--- src/rtl/rv_shift_pkg.sv ---
// Op encodings and barrel-level distribution helpers shared by the pipelined shifter.
package rv_shift_pkg;

  // Op field is {rot, dir, arith}
  localparam logic [2:0] OP_SLL = 3'b000;
  localparam logic [2:0] OP_SRL = 3'b010;
  localparam logic [2:0] OP_SRA = 3'b011;
  localparam logic [2:0] OP_ROL = 3'b100;
  localparam logic [2:0] OP_ROR = 3'b110;

  function automatic int levels_per_stage(input int xlen, input int stages);
    return ($clog2(xlen) + stages - 1) / stages;
  endfunction

  // The last stages absorb the remainder, which may leave a trailing stage as a pure register.
  function automatic int stage_level_count(input int xlen, input int stages, input int s);
    int lps;
    int rem;
    lps = levels_per_stage(xlen, stages);
    rem = $clog2(xlen) - s * lps;
    if (rem <= 0) return 0;
    return (rem < lps) ? rem : lps;
  endfunction

endpackage

--- src/rtl/rv_shift_stage.sv ---
// One pipeline stage: barrel levels FIRST..FIRST+COUNT-1 feeding a payload register; 1-cycle latency.
// Loads when empty or when down_rdy is high, otherwise holds; ROL/ROR wrap only with RV_SHIFT_ROTATE_EN.
module rv_shift_stage
  import rv_shift_pkg::*;
#(
  parameter int XLEN  = 32,
  parameter int TAG_W = 5,
  parameter int FIRST = 0,
  parameter int COUNT = 1
) (
  input  logic                     clk,
  input  logic                     rst,
  input  logic                     flush,
  input  logic                     in_valid,
  input  logic [XLEN-1:0]          in_value,
  input  logic [$clog2(XLEN)-1:0]  in_amt,
  input  logic [2:0]               in_op,
  input  logic [TAG_W-1:0]         in_tag,
  input  logic                     down_rdy,
  output logic                     out_valid,
  output logic [XLEN-1:0]          out_value,
  output logic [$clog2(XLEN)-1:0]  out_amt,
  output logic [2:0]               out_op,
  output logic [TAG_W-1:0]         out_tag
);
  localparam int SHW = $clog2(XLEN);

  typedef struct packed {
    logic [XLEN-1:0]  value;
    logic [SHW-1:0]   amt;
    logic [2:0]       op;
    logic [TAG_W-1:0] tag;
  } payload_t;

  payload_t        q;
  logic [XLEN-1:0] nxt_value;

  function automatic logic [XLEN-1:0] shift_level(input logic [XLEN-1:0] v,
                                                  input logic [2:0] op, input int sh);
    logic [XLEN-1:0] r;
    if ((op & 3'b011) == OP_SRA)      r = $unsigned($signed(v) >>> sh);
    else if ((op & 3'b011) == OP_SRL) r = v >> sh;
    else                              r = v << sh;
`ifdef RV_SHIFT_ROTATE_EN
    if (op == OP_ROR)      r = (v >> sh) | (v << (XLEN - sh));
    else if (op == OP_ROL) r = (v << sh) | (v >> (XLEN - sh));
`endif
    return r;
  endfunction

  always_comb begin
    nxt_value = in_value;
    for (int k = 0; k < COUNT; k++) begin
      if (in_amt[FIRST + k]) nxt_value = shift_level(nxt_value, in_op, 1 << (FIRST + k));
    end
  end

  always_ff @(posedge clk) begin
    if (rst) begin
      out_valid <= 1'b0;
      q         <= '0;
    end else if (flush) begin
      out_valid <= 1'b0;
    end else if (!out_valid || down_rdy) begin
      out_valid <= in_valid;
      if (in_valid) q <= '{value: nxt_value, amt: in_amt, op: in_op, tag: in_tag};
    end
  end

  assign out_value = q.value;
  assign out_amt   = q.amt;
  assign out_op    = q.op;
  assign out_tag   = q.tag;

endmodule

--- src/rtl/rv_shift_pipe.sv ---
// Pipelined SLL/SRL/SRA shifter (ROL/ROR with RV_SHIFT_ROTATE_EN), exactly STAGES cycles accept-to-valid.
// Combinational ready chain from out_ready back to in_ready; flush empties every stage.
module rv_shift_pipe
  import rv_shift_pkg::*;
#(
  parameter int XLEN   = 32,
  parameter int STAGES = 2,
  parameter int TAG_W  = 5
) (
  input  logic             clk,
  input  logic             rst,
  input  logic             flush,
  input  logic             in_valid,
  output logic             in_ready,
  input  logic [2:0]       in_op,
  input  logic             in_imm,
  input  logic [31:0]      code_bus,
  input  logic [XLEN-1:0]  rs1,
  input  logic [XLEN-1:0]  rs2,
  input  logic [TAG_W-1:0] in_tag,
  output logic             out_valid,
  input  logic             out_ready,
  output logic [XLEN-1:0]  result,
  output logic [TAG_W-1:0] out_tag
);
  localparam int SHW = $clog2(XLEN);
  localparam int LPS = levels_per_stage(XLEN, STAGES);

  logic             stg_vld    [STAGES];
  logic             stg_dn_rdy [STAGES];
  logic [XLEN-1:0]  stg_value  [STAGES];
  logic [SHW-1:0]   stg_amt    [STAGES];
  logic [2:0]       stg_op     [STAGES];
  logic [TAG_W-1:0] stg_tag    [STAGES];
  logic [SHW-1:0]   req_amt;

  assign req_amt = in_imm ? code_bus[20 +: SHW] : rs2[SHW-1:0];

  // stg_dn_rdy[s]: whatever follows stage s will take its payload at the next edge
  always_comb begin
    stg_dn_rdy[STAGES-1] = out_ready;
    for (int s = STAGES - 2; s >= 0; s--) begin
      stg_dn_rdy[s] = !stg_vld[s+1] || stg_dn_rdy[s+1];
    end
  end

  assign in_ready = (!stg_vld[0] || stg_dn_rdy[0]) && !flush;

  for (genvar s = 0; s < STAGES; s++) begin : g_stage
    logic             src_vld;
    logic [XLEN-1:0]  src_value;
    logic [SHW-1:0]   src_amt;
    logic [2:0]       src_op;
    logic [TAG_W-1:0] src_tag;

    if (s == 0) begin : g_head
      assign src_vld   = in_valid;
      assign src_value = rs1;
      assign src_amt   = req_amt;
      assign src_op    = in_op;
      assign src_tag   = in_tag;
    end else begin : g_body
      assign src_vld   = stg_vld[s-1];
      assign src_value = stg_value[s-1];
      assign src_amt   = stg_amt[s-1];
      assign src_op    = stg_op[s-1];
      assign src_tag   = stg_tag[s-1];
    end

    rv_shift_stage #(
      .XLEN  (XLEN),
      .TAG_W (TAG_W),
      .FIRST (s * LPS),
      .COUNT (stage_level_count(XLEN, STAGES, s))
    ) u_stage (
      .clk       (clk),
      .rst       (rst),
      .flush     (flush),
      .in_valid  (src_vld),
      .in_value  (src_value),
      .in_amt    (src_amt),
      .in_op     (src_op),
      .in_tag    (src_tag),
      .down_rdy  (stg_dn_rdy[s]),
      .out_valid (stg_vld[s]),
      .out_value (stg_value[s]),
      .out_amt   (stg_amt[s]),
      .out_op    (stg_op[s]),
      .out_tag   (stg_tag[s])
    );
  end

  assign out_valid = stg_vld[STAGES-1];
  assign result    = stg_value[STAGES-1];
  assign out_tag   = stg_tag[STAGES-1];

  logic unused_bits;
  assign unused_bits = ^{code_bus, rs2, stg_amt[STAGES-1], stg_op[STAGES-1]};

endmodule

--- config.mk ---
export PLATFORM = sky130hd
export DESIGN_NAME = rv_shift_pipe
export DESIGN_NICKNAME = d
export VERILOG_FILES = /design/src/rtl/rv_shift_pkg.sv /design/src/rtl/rv_shift_stage.sv /design/src/rtl/rv_shift_pipe.sv
export SDC_FILE = /design/constraint.sdc
export NUM_CORES = 1
export LEC_CHECK = 0
export ABC_AREA = 0
export CAP_MARGIN = 0
export CORE_UTILIZATION = 40
export DETAILED_ROUTE_END_ITERATION = 8
export PLACE_DENSITY = 0.73
export SLEW_MARGIN = 10
export SYNTH_ARGS = -nofsm -noshare
export SYNTH_HDL_FRONTEND = slang
export SYNTH_SLANG_ARGS = --single-unit
export TNS_END_PERCENT = 20
--- constraint.sdc ---
create_clock -name clk -period 4.5 [get_ports clk]
set_input_delay 0.9 -clock clk [delete_from_list [all_inputs] [get_ports clk]]
set_output_delay 0.9 -clock clk [all_outputs]
set_load 0.1 [all_outputs]
==> results by group <==
Job
  – Max Cap Viol: 0

Final layout
  – Commonest cells after routing, fill and taps aside: 126 x nor2_1, 90 x clkdlybuf4s50_1, 80 x mux2i_1
  – Post-route cell area: about 7500 um2
  – Diode count: 0
  – P&R area growth vs syn: 21.40%
  – Fill cells: 1,422
  – Layout net count: 970
  – Layout cells sized above 1: 0.1110
  – Most common cell after layout, fill and taps aside: nor2_1

Placed design
  – # port buffers: 93
  – Routability cong.: slightly above 0.9
  – Dpl hpwl: 13,900 um
  – Placed cell areas: 7198 um2

Logic synthesis
  – Fraction of registers with async set/reset: 0
  – Largest family of logic cells by synthesized area: compound AO/OA/AOI/OAI gates
  – Syn avg cell area: 7.641 um2
  – Synth Flop Type: dfxtp_1
  – Yosys reg bits: 80
  – Synth Area in Compound Gates: 0.2863
  – Netlist cell types: 50
  – Adder-cell share of the synthesized area: 0
  – Yosys warning total: 0
  – Sequential area share after synthesis: 0.2581
  – Mapped Cells: 812
  – Multiplexer share of the synthesized area: 0.2283
  – Post-Synth XOR/XNOR Area: 0
  – Number of flops mapped to enable cells by yosys: 0
  – Post-Synth Simple-Gate Area: 0.1668
  – Post-Syn Area: around 6200 um2
  – Post-Synthesis Net Count: roughly 920

STA
  – Worst-margin pin slew: 1.061 ns
  – Relative slew slack: 0.2920
  – Post-layout min period: approximately 3.4 ns
  – RSZ-0062 raised after global routing: false
  – Max Slew Vio Count: 0
  – F_max: 0.2918 GHz
  – Final Skew: 0.01043 ns
  – Endpoints failing hold: 0
  – Final setup viols: 0
  – Setup TNS: 0 ns
  – Post-route clock period utilization: 0.7615

Setup path
  – Critical path data required time: roughly 4.8 ns
  – Worst Path Arrival: roughly 3.7 ns
  – Slowest CP cell: mux2_2
  – Critical-path maximum fanout: 39
  – Nature of the critical path endpoint: register
  – CP peak stage delay: roughly 0.76 ns
  – Crit path cell chain: clkdlybuf4s50_1 > buf_4 > mux2_2 > nand3_1 > o22ai_1 > nor2_1 > a311oi_1
  – Startpoint Class: input port
  – Crit path kind: in2reg

Die
  – Die ar.: ~16,000 um2
  – Core ar.: 15,150 um2
  – Width of the die: 126.5 um
  – Placement row count: 45
  – Initial Utilization: 0.4097
  – I/O Pins: 149
  – Die Height: around 130 um

Drt
  – Pre-Repair DR Iteration Count: 5
  – Routed len/inst: 18.68 um
  – DR vias: 6,463
  – WL final: 19,670 um
  – DR DRC count: 0
  – Routed vias/inst: 6.138
  – ANT nets after route: 0
  – Initial DRC count: 884

Global routing
  – First-pass GRT wire length: 31,390 um
  – Gr ovfl total: 0
  – Initial antenna violation count: 0
  – Largest net degree at the start of global routing: 54
  – Vias in the first global route: 5,621
  – All-layer global routing usage: 0.2467

Clocking
  – Clk sink count: 80
  – Cts bufs inserted: 9
  – CTS tree: yes
  – Max clock buf depth: 2
  – Clock Latency Late Sink: 0.35 ns
  – CTS Root Cell: clkbuf_16
  – Post-CTS Resized: 0
  – Post-CTS Setup Bufs: 0
  – Clk slew on worst S/H paths: 0.07 ns
  – Cts-stage hold buffer count: 0
  – CTS H-tree lvls: 3

Power
  – Leak Pwr: 2.614 nW
  – P per Cell Area: 302.5 nW/um2
  – IR drop worst, VDD: 0.2385 mV

Min path
  – HP Class: reg2reg

Run status
  – Status: finished clean
[critical path: cells and delay by family]
kind | cells | cell delay [ns]
buf+inv | 2 | 0.93
mux | 1 | 0.76
compound gates | 2 | 0.57
simple gates | 2 | 0.49
[registers in the layout, indices dropped and copies added, names as in the netlist]
signal / count
g_stage.u_stage.out_value: 64
g_stage.u_stage.out_valid: 2
g_stage.u_stage.out_amt: 2
g_stage.u_stage.out_tag: 10
g_stage.u_stage.out_op: 2
[logic make-up (layout without fill, tap and decap cells)]
group,Yosys count,in the layout
AOI/OAI and AO/OA,268,268
muxes,129,129
buffers and inverters,84,137
DFF,80,80
and+or+nand+nor,251,251
[cell usage after synthesis, types with 9 or more instances]
library cell    n  area [um2]
a211oi_1       33       247.7
a21oi_1        76       380.4
a22oi_1        10       75.07
a311oi_1       14       122.6
buf_1           9       33.78
buf_2          12       60.06
clkbuf_1       50       187.7
dfxtp_1        80        1602
mux2_2         40       450.4
mux2i_1        81       810.8
nand2_1        76       285.3
nand3_1        16       80.08
nor2_1        126       473.0
nor3_1         13       65.06
o211ai_1       15       112.6
o21ai_0        45       225.2
o221ai_1       22       192.7
o22ai_1        11       68.82
[cell type report]
type | count | area, um2 | area share
Clock inverter | 7 | 108.9 | 0.01445
Sequential cell | 80 | 1603 | 0.2128
Timing Repair Buffer | 114 | 1089 | 0.1445
Tap cell | 188 | 235.2 | 0.03123
Multi-Input combinational cell | 648 | 4245 | 0.5636
Clock buffer | 9 | 225.2 | 0.02990
Inverter | 7 | 26.28 | 0.003488
[routing by layer]
metal  track usage  share of wire  vias to the layer above
li1              -              -                     3114
met1        0.3560           0.46                     2990
met2        0.3633           0.44                      317
met3       0.03163          0.073                       42
met4        0.1134          0.031                        0
met5             0              0                        -
[metrics by stage]
step	cells	util	power, mW	hold WS [ns]	setup WS [ns]
2_1_floorplan	812	-	1.253	0.4322	1.159
3_3_place_gp	1037	0.4753	1.441	0.4364	0.7542
3_5_place_dp	1037	0.4753	1.447	0.4425	0.7527
4_1_cts	1053	0.4973	2.267	0.4520	1.060
5_1_grt	1053	0.4973	2.368	0.4716	0.8707
6_report	1053	0.4973	2.279	0.4505	1.073
[where the power goes]
part	internal, mW	total, mW	leakage, nW	switching (mW)
combinational	0.253	0.654	1.80	0.400
clock	0.499	0.831	0.164	0.332
sequential	0.743	0.793	0.654	0.0506
[path summary, 6_finish.rpt]
kind	slack [ns]	end	startpoint	cells past startpoint
max	1.07	g_stage[0].u_stage.out_value[8]	in_imm	7
min	0.45	g_stage[1].u_stage.out_value[17]	g_stage[1].u_stage.out_value[17]	2
max reg2reg	2.40	g_stage[0].u_stage.out_value[7]	g_stage[0].u_stage.out_valid	5
min reg2reg	0.45	g_stage[1].u_stage.out_value[17]	g_stage[1].u_stage.out_value[17]	2
Power figures use the tool's default switching activity.
